**config.mk**
```make
export PLATFORM = sky130hd
export DESIGN_NAME = ctrl_edit_timer
export DESIGN_NICKNAME = d
export VERILOG_FILES = /design/src/rtl/timer_ctrl_pkg.sv /design/src/rtl/btn_repeat.sv /design/src/rtl/ctrl_edit_timer.sv
export SDC_FILE = /design/constraint.sdc
export NUM_CORES = 1
export LEC_CHECK = 0
export BUFFER_PORTS_ARGS = -buffer_cell sky130_fd_sc_hd__buf_4
export CAP_MARGIN = 20
export CORE_ASPECT_RATIO = 1.5
export CORE_MARGIN = 4
export CORE_UTILIZATION = 60
export CTS_CLUSTER_SIZE = 10
export DETAILED_ROUTE_END_ITERATION = 8
export MAX_ROUTING_LAYER = met4
export PLACE_DENSITY = 0.75
export SETUP_SLACK_MARGIN = 0.3
export SLEW_MARGIN = 10
export SYNTH_ARGS = -nofsm -noshare
export SYNTH_HDL_FRONTEND = slang
export SYNTH_HIERARCHICAL = 1
export SYNTH_SLANG_ARGS = --single-unit
```
**constraint.sdc**
```tcl
create_clock -name clk -period 3.16 [get_ports clk]
set_clock_uncertainty 0.15 [all_clocks]
set_input_delay 0 -clock clk [delete_from_list [all_inputs] [get_ports clk]]
set_output_delay 0 -clock clk [all_outputs]
set_load 0.05 [all_outputs]
```
**src/rtl/timer_ctrl_pkg.sv**
```systemverilog
// Shared field codes, edit-FSM state encoding and default timing constants
// for the edit controller and the SS_T/MM_T/HH_T timer counters.
package timer_ctrl_pkg;

  typedef enum logic [1:0] {
    IDLE   = 2'd0,
    SEL_SS = 2'd1,
    SEL_MM = 2'd2,
    SEL_HH = 2'd3
  } state_t;

  localparam logic [3:0] NONE_T = 4'd0;
  localparam logic [3:0] SS_T   = 4'd8;
  localparam logic [3:0] MM_T   = 4'd9;
  localparam logic [3:0] HH_T   = 4'd10;

  localparam int DEF_REPEAT_DLY = 50_000_000;
  localparam int DEF_REPEAT_PER = 10_000_000;
  localparam int DEF_TIMEOUT    = 500_000_000;

  function automatic logic [3:0] field_code(state_t s);
    logic [3:0] c;
    c = NONE_T;
    unique case (s)
      SEL_SS: c = SS_T;
      SEL_MM: c = MM_T;
      SEL_HH: c = HH_T;
      default: c = NONE_T;
    endcase
    return c;
  endfunction

  // Toward hours: SS -> MM -> HH -> SS
  function automatic state_t field_right(state_t s);
    state_t n;
    n = s;
    unique case (s)
      SEL_SS: n = SEL_MM;
      SEL_MM: n = SEL_HH;
      SEL_HH: n = SEL_SS;
      default: n = s;
    endcase
    return n;
  endfunction

  // Toward seconds: SS -> HH -> MM -> SS
  function automatic state_t field_left(state_t s);
    state_t n;
    n = s;
    unique case (s)
      SEL_SS: n = SEL_HH;
      SEL_MM: n = SEL_SS;
      SEL_HH: n = SEL_MM;
      default: n = s;
    endcase
    return n;
  endfunction

endpackage

```
**src/rtl/btn_repeat.sv**
```systemverilog
// Rising-edge detect plus hold/auto-repeat counter for one step button.
// Ports: clk, reset (sync, active low), btn level, block (other button
// held), enable (selected field stable this cycle), pulse (registered).
module btn_repeat
  import timer_ctrl_pkg::*;
#(
  parameter int REPEAT_DLY = DEF_REPEAT_DLY,
  parameter int REPEAT_PER = DEF_REPEAT_PER
) (
  input  logic clk,
  input  logic reset,
  input  logic btn,
  input  logic block,
  input  logic enable,
  output logic pulse
);

  localparam int MAXV =
    (REPEAT_DLY > REPEAT_PER) ? REPEAT_DLY : REPEAT_PER;
  localparam int CW = $clog2(MAXV + 1);

  localparam logic [CW-1:0] C_DLY = CW'(REPEAT_DLY);
  localparam logic [CW-1:0] C_PER = CW'(REPEAT_PER);
  localparam logic [CW-1:0] C_MAX = CW'(MAXV);
  localparam logic [CW-1:0] C_ONE = CW'(1);

  logic          prev;
  logic          rep;
  logic [CW-1:0] cnt;
  logic          rise;
  logic          armed;
  logic          hit;
  logic          run;
  logic          fire;

  assign rise  = btn & ~prev;
  // A non-zero count means a press is being tracked since its edge.
  assign armed = cnt != '0;
  assign hit   = armed & btn &
                 (rep ? (cnt == C_PER) : (cnt == C_DLY));
  assign run   = enable & ~block & btn;
  assign fire  = run & (rise | hit);

  always_ff @(posedge clk) begin
    if (!reset) begin
      // Load the live level so a held button gives no edge later.
      prev  <= btn;
      cnt   <= '0;
      rep   <= 1'b0;
      pulse <= 1'b0;
    end else begin
      prev  <= btn;
      pulse <= fire;
      if (!run) begin
        cnt <= '0;
        rep <= 1'b0;
      end else if (rise) begin
        cnt <= C_ONE;
        rep <= 1'b0;
      end else if (hit) begin
        cnt <= C_ONE;
        rep <= 1'b1;
      end else if (armed && cnt != C_MAX) begin
        cnt <= cnt + C_ONE;
      end
    end
  end

endmodule

```
**src/rtl/ctrl_edit_timer.sv**
```systemverilog
// Edit-mode controller: selects the timer field being edited and issues
// single-cycle up/down step pulses with auto-repeat and idle timeout.
// Ports: clk, reset (sync, active low), btn_edit/left/right/up/down,
// en_count (field code), enUP/enDOWN (step pulses), edit_active.
module ctrl_edit_timer
  import timer_ctrl_pkg::*;
#(
  parameter int REPEAT_DLY = DEF_REPEAT_DLY,
  parameter int REPEAT_PER = DEF_REPEAT_PER,
  parameter int TIMEOUT    = DEF_TIMEOUT
) (
  input  logic       clk,
  input  logic       reset,
  input  logic       btn_edit,
  input  logic       btn_left,
  input  logic       btn_right,
  input  logic       btn_up,
  input  logic       btn_down,
  output logic [3:0] en_count,
  output logic       enUP,
  output logic       enDOWN,
  output logic       edit_active
);

  localparam int TW = $clog2(TIMEOUT + 1);
  localparam logic [TW-1:0] T_LAST = TW'(TIMEOUT - 1);
  localparam logic [TW-1:0] T_ONE  = TW'(1);

  state_t          state;
  state_t          state_next;
  logic [3:0]      en_count_next;
  logic            edit_q;
  logic            left_q;
  logic            right_q;
  logic            edit_e;
  logic            left_e;
  logic            right_e;
  logic [TW-1:0]   tcnt;
  logic            any_btn;
  logic            sel;
  logic            timeout;
  logic            hold_ok;

  assign edit_e  = btn_edit & ~edit_q;
  assign left_e  = btn_left & ~left_q;
  assign right_e = btn_right & ~right_q;

  assign any_btn = |{btn_edit, btn_left, btn_right,
                     btn_up, btn_down};
  assign sel     = state != IDLE;
  assign timeout = sel && !any_btn && (tcnt == T_LAST);
  // Steps are only allowed while the selected field holds steady.
  assign hold_ok = sel && (state_next == state);

  always_ff @(posedge clk) begin
    if (!reset) begin
      state    <= IDLE;
      en_count <= NONE_T;
    end else begin
      state    <= state_next;
      en_count <= en_count_next;
    end
  end

  always_comb begin
    state_next = state;
    if (!sel) begin
      if (edit_e) state_next = SEL_MM;
    end else if (edit_e || timeout) begin
      state_next = IDLE;
    end else if (right_e && !left_e) begin
      state_next = field_right(state);
    end else if (left_e && !right_e) begin
      state_next = field_left(state);
    end
  end

  always_comb begin
    en_count_next = field_code(state_next);
    edit_active   = sel;
  end

  always_ff @(posedge clk) begin
    if (!reset) begin
      edit_q  <= btn_edit;
      left_q  <= btn_left;
      right_q <= btn_right;
      tcnt    <= '0;
    end else begin
      edit_q  <= btn_edit;
      left_q  <= btn_left;
      right_q <= btn_right;
      if (!sel || any_btn) begin
        tcnt <= '0;
      end else if (tcnt != T_LAST) begin
        tcnt <= tcnt + T_ONE;
      end
    end
  end

  btn_repeat #(
    .REPEAT_DLY (REPEAT_DLY),
    .REPEAT_PER (REPEAT_PER)
  ) u_up (
    .clk    (clk),
    .reset  (reset),
    .btn    (btn_up),
    .block  (btn_down),
    .enable (hold_ok),
    .pulse  (enUP)
  );

  btn_repeat #(
    .REPEAT_DLY (REPEAT_DLY),
    .REPEAT_PER (REPEAT_PER)
  ) u_down (
    .clk    (clk),
    .reset  (reset),
    .btn    (btn_down),
    .block  (btn_up),
    .enable (hold_ok),
    .pulse  (enDOWN)
  );

endmodule

```
Word level (Yosys, flattened, before mapping)
Cells that the tools add are included.
- register bits after elaboration: 96
- bits of input ports: 7
- output and inout bits: 7
- word-level logic and storage cells: 103
- add/sub/neg operators: 3
- equal/unequal tests: 15
- muxes and demuxes: 16
- bitwise gates (word level): 27
- reductions and logical operators: 26
- operators with widths (kind ; count):
    26-bit by 1-bit adder with 26-bit output, second input constant ; 2
    26-bit by 24-bit equality test with 1-bit output, second input constant ; 2
    26-bit equality test, second input constant ; 2
    26-bit != test, second input constant ; 2
    26-bit nonzero test ; 2
    29-bit by 1-bit adder with 29-bit output, second input constant ; 1
    29-bit equality test, second input constant ; 1
    29-bit != test, second input constant ; 1
    1-bit AND ; 15
    2-bit case mux with 3 select lines ; 2
    4-bit case mux with 3 select lines ; 1
    2-bit 2-to-1 mux ; 5
    1-bit inverter ; 10
    2-bit equality test, second input constant ; 4
    1-bit 2-to-1 mux ; 8
    4-bit OR reduction ; 2
    1-bit logical AND ; 7
    3-bit nonzero test ; 2
    3-bit OR reduction ; 2
    5-bit OR reduction ; 1
    2-bit by 1-bit equality test with 1-bit output, second input constant ; 2
    1-bit logical NOT ; 4
    2-bit AND reduction ; 2
    2-bit equality test ; 1
    4 further kinds ; 6

Depth between registers and ports, before layout
- depth after elaboration: 14
- gate-level depth with buffers: 11
- depth with buffers taken out: 10

Hierarchy
Netlist, hierarchy kept.
- by module, submodules not included (module ; times used ; cells an instance ; area an instance (um^2) ; sequential area each (um^2)):
    btn_repeat ; 2 ; 166 ; 1591.5 ; 580.6
    ctrl_edit_timer ; 1 ; 219 ; 1956.9 ; 740.7

Worst setup path after synthesis
OpenSTA, ideal clock, no wires.
- path kind: register to register
- from: register state[0]
- to: register u_down.cnt[13]
- setup time: 0.062 ns
- arrival time: 2.433 ns
- data required time: 2.948 ns
- path slack: 0.515 ns
- cell stages (with the launch flop): 11
- buffers on the path: 1
- clock period less this slack: 2.645 ns
- path through: dfxtp_1 -> inv_1 -> ha_1 -> nor3_1 -> a211oi_2 -> or4_1 -> a31oi_1 -> and4b_1 -> o211ai_4 -> buf_8 -> nor2_2
- cells in the longest elaborated chain, start to end: 12
- elaborated cells on any way between the ends: 20
- classes of those cells: 4 x eq/ne; 7 x mux; 3 x bitwise; 6 x reduce/logical
- RTL lines (item ; RTL line ; RTL):
    start: declaration ; ctrl_edit_timer.sv:29 ; state_t state;
    start signal: assignment ; ctrl_edit_timer.sv:60 ; state <= state_next;
    2-bit equality test (tied with other cells) ; timer_ctrl_pkg.sv:37, timer_ctrl_pkg.sv:50 ;
    2-bit case mux with 3 select lines or 1-bit logical AND (tied branches) ; timer_ctrl_pkg.sv:50, ctrl_edit_timer.sv:51 ;
    2-bit 2-to-1 mux or 1-bit logical AND (tied branches) ; ctrl_edit_timer.sv:73, ctrl_edit_timer.sv:51 ;
    2-bit 2-to-1 mux or 1-bit logical OR (tied branches) ; ctrl_edit_timer.sv:71, ctrl_edit_timer.sv:69 ;
    2-bit 2-to-1 mux ; ctrl_edit_timer.sv:69 ; end else if (edit_e || timeout) begin
    2-bit 2-to-1 mux ; ctrl_edit_timer.sv:67 ; if (!sel) begin
    2-bit equality test ; ctrl_edit_timer.sv:53 ; assign hold_ok = sel && (state_next == state);
    1-bit logical AND (*) ; ctrl_edit_timer.sv:53 ;
    via hold_ok ; ctrl_edit_timer.sv:42 ; logic hold_ok;
    1-bit AND (*) (2 in a row) ; btn_repeat.sv:41 ; assign run = enable & ~block & btn;
    1-bit inverter (no source line) (*) ; - ;
    4-bit OR reduction (no source line) (*) ; - ;
    end signal: assignment ; btn_repeat.sv:64 ; cnt <= cnt + C_ONE;
    end: declaration ; btn_repeat.sv:29 ; logic [CW-1:0] cnt;
The timed path passes the listed nets; every way through them passes the cells marked *.
A chain may end at the register's enable or synchronous reset.

Final worst setup path
- from: register tcnt[0]
- to: register u_down.cnt[10]
- cells in the longest elaborated chain, start to end: 11
- RTL lines (item ; RTL line ; RTL):
    start: declaration ; ctrl_edit_timer.sv:38 ; logic [TW-1:0] tcnt;
    start signal: assignment ; ctrl_edit_timer.sv:96 ; tcnt <= tcnt + T_ONE;
    29-bit equality test ; ctrl_edit_timer.sv:51 ; assign timeout = sel && !any_btn && (tcnt == T_LAST);
    1-bit logical AND ; ctrl_edit_timer.sv:51 ;
    1-bit logical OR ; ctrl_edit_timer.sv:69 ;
    2-bit 2-to-1 mux ; ctrl_edit_timer.sv:69 ;
    2-bit 2-to-1 mux ; ctrl_edit_timer.sv:67 ;
    2-bit equality test ; ctrl_edit_timer.sv:53 ;
    1-bit logical AND ; ctrl_edit_timer.sv:53 ;
    via hold_ok ; ctrl_edit_timer.sv:42 ;
    1-bit AND (2 in a row) ; btn_repeat.sv:41 ;
    1-bit inverter (no source line) ; - ;
    4-bit OR reduction (no source line) ; - ;
The timed path passes the listed nets, and every way through them passes these cells.

==> results.json <==
{
  "synth_edf_count": 0,
  "switching_share_pct": 21.7,
  "drive_gt1_share_pct": 24.9,
  "synth_area_um2": 5140,
  "drc": 0,
  "cp_num_cells": 10,
  "power.density_nw_per_um2": 456,
  "clk_latency_ns": 0.34,
  "postLayoutCoreUtil_pct": 69.5,
  "dp_hpwl_um": 7290,
  "fillers": 643,
  "ys_types": 72,
  "ys.warnings.count": 6,
  "power_switching_uw": 576,
  "synthFlopType": "dfxtp_1",
  "rows": 41,
  "required_ns": 3.28,
  "p_total_mw": 2.65,
  "gp_congestion": 0.835,
  "cts_root_buf": "clkbuf_16",
  "clk_pin_slew_worst_paths_ns": 0.07,
  "drt-pass1-iter-count": 5,
  "cp.arrival_ns": 2.88,
  "grt_overflow": 0,
  "worstHoldStart": "btn_left",
  "cpLargestDelayFamily": "simple AND/OR/NAND/NOR gates",
  "period_minus_slack_ns": 2.76,
  "p_int_mw": 2.07,
  "tightest_slew_ns": 0.701,
  "ys_ff_latch": 95,
  "crit_end": "u_down/cnt[10]$_SDFFE_PP0P_",
  "grt_usage_pct": 22.3,
  "synthArstFlopShare_pct": 0,
  "cts_made_buffers": 9,
  "hold_viol_final": 0,
  "peakVddDrop_v": 0.000299,
  "numPortBuffers": 12,
  "crit_path_max_incr_delay_ns": 0.52,
  "r2r_start": "tcnt[0]$_SDFFE_PP0P_",
  "final_common_cell": "dfxtp_1",
  "grt_max_degree": 30,
  "syn_area_per_cell_um2": 9.33,
  "r2r_end": "u_down/cnt[10]$_SDFFE_PP0P_",
  "post_drt_wl_per_cell_um": 15.5,
  "critical_path_class": "reg -> reg",
  "area_growth_syn_to_layout_pct": 13.1,
  "hold_path.class": "in -> reg",
  "p_seq_share_pct": 46.0,
  "die_area_um2": 10100,
  "reg2regPathDepth": 10,
  "fin_nets": 588,
  "power_leakage_nw": 1.86,
  "drt_iter0_markers": 185,
  "synthCells": 551,
  "ant_nets": 0,
  "fp.dieW_um": 83.6,
  "seq_area_um2": 1900,
  "initial_core_util_pct": 61.5,
  "antenna_found_initial": 0,
  "ioPinCount": 14,
  "multiInputGateArea_um2": 3130,
  "worstPathMaxFanout": 6,
  "cts_tree": "yes",
  "max-cap-violations": 0,
  "die_y_um": 121,
  "drt_wl_total_um": 10600,
  "timing.final.crit_share_pct": 87.4,
  "startpoint": "tcnt[0]$_SDFFE_PP0P_",
  "p_comb_share_pct": 6.1,
  "finalSetupViolCount": 0,
  "viasPerCell": 6.04,
  "start_kind": "flip-flop",
  "ff2ff_setup_slack_ns": 0.40,
  "htree_levels": 3,
  "ys_seq_area_share_pct": 37.0,
  "max_freq_mhz": 362,
  "num_vias": 4136,
  "syn_nets": 566,
  "diodes": 0,
  "worstPathCellList": "ha_1 > and4_1 > nand4_4 > nor3_2 > or4_1 > a31oi_4 > and4b_4 > buf_4 > o211ai_4 > nor2_2",
  "critPathSlowestCell": "or4_1",
  "grt_pass1_wl_um": 18300,
  "slew_headroom_pct": 53.2,
  "hold_ws_ns": 0.181,
  "clock-sinks": 95,
  "grt_pass1_vias": 4094,
  "slew_viol_final": 0,
  "coreArea_um2": 8360,
  "clockBufferDepth": 2,
  "final_cell_mix": "dfxtp_1, xnor2_1, nor2_2, nor2_1, nand2_1",
  "rsz0062_at_grt": "false",
  "p_clk_share_pct": 47.9,
  "status": "complete, no violations",
  "critPathBufInv": 1,
  "crit_path_end_kind": "flip-flop",
  "finalSetupTns_ns": 0
}
metrics by stage:
| step | area, um^2 | std cells | setup slack [ns] |
|---|---|---|---|
| final | 5810 | 685 | 0.398 |
| after CTS | 5760 | 684 | 0.319 |
| after floorplan | 5140 | 551 | 0.515 |
| after detailed placement | 5260 | 657 | 0.0425 |
| after global placement | 5260 | 657 | 0.190 |
| after global routing | 5810 | 685 | 0.292 |
state kept, by name, indices dropped and copies added (netlist names):
register      cells
u_down/pulse      1
edit_q            1
left_q            1
state             2
u_up/pulse        1
u_down/cnt       26
u_down/rep        1
u_down/prev       1
u_up/prev         1
en_count          3
u_up/cnt         26
u_up/rep          1
tcnt             29
right_q           1
per-layer routing:
layer  up-vias  track usage [%]  share of wire, %
li1       2020                -                 -
met3        30             3.13               3.4
met2       103             39.5                53
met4         0             11.8               2.9
met1      1983             24.0                41
met5         -                -                 0
logic make-up after synthesis:
family / count (synthesis) / share of synthesized area [%]
fa+ha+maj: 8 / 1.95
simple gates: 292 / 36.9
flops: 95 / 37.0
other cells: 1 / 0.0730
buf+inv: 31 / 3.97
xor+xnor: 68 / 11.6
compound gates: 50 / 7.40
mux: 6 / 1.17
synthesized netlist by cell type, drive strengths merged, types with 2 or more instances:
library cell	count	area share, %
a211oi	2	0.39
a21boi	2	0.29
a21o	2	0.29
a21oi	12	1.2
a221oi	2	0.34
a31oi	4	0.49
and2	2	0.24
and3	6	0.75
and4	14	2.5
and4b	4	0.78
and4bb	2	0.49
buf	11	2.5
clkbuf	6	0.44
dfxtp	95	37
ha	8	1.9
inv	13	0.95
mux2i	6	1.2
nand2	31	2.3
nand2b	5	0.61
nand3	28	2.9
nand4	17	2.8
nor2	93	9.1
nor2b	4	0.49
nor3	35	5.3
nor3b	3	0.63
nor4	20	3.2
o2111ai	2	0.34
o211a	2	0.39
o211ai	3	0.97
o21a	3	0.49
o21ai	6	0.58
o21bai	2	0.29
or2b	4	0.58
or3	7	1.1
or3b	2	0.34
or4	10	1.6
or4b	2	0.39
xnor2	53	9.0
xor2	15	2.6
layout make-up:
class / instances / share of cell area (%)
inverters: 14 / 0.904
clock inverters: 6 / 2.00
well taps: 107 / 2.30
repair buffers: 26 / 4.05
flip-flops and latches: 95 / 32.7
clock buffers: 10 / 4.11
multi-input cells: 427 / 53.9
power groups by stage:
stage | logic (mW) | registers (mW) | clock network [mW]
2_1_floorplan | 0.0791 | 1.26 | 0
3_3_place_gp | 0.133 | 1.24 | 0
3_5_place_dp | 0.135 | 1.24 | 0
4_1_cts | 0.148 | 1.22 | 1.28
5_1_grt | 0.174 | 1.22 | 1.33
6_report | 0.162 | 1.22 | 1.27
worst min path at each step:
stage	to	cells after the start
after CTS	right_q$_DFF_P_	2
after floorplan	edit_q$_DFF_P_	0
after global placement	right_q$_DFF_P_	1
after detailed placement	edit_q$_DFF_P_	1
final	left_q$_DFF_P_	2
after global routing	left_q$_DFF_P_	2
what timing repair did:
item / in CTS / in global routing
gates cloned: 2 / 0
buffers inserted: 3 / 1
hold buffers: 6 / 0
endpoints found under the hold margin: 14 / 0
setup endpoints to repair: 39 / 51
gates resized for setup: 6 / 9
pin swaps: 3 / 2
Power figures use the tool's default switching activity.
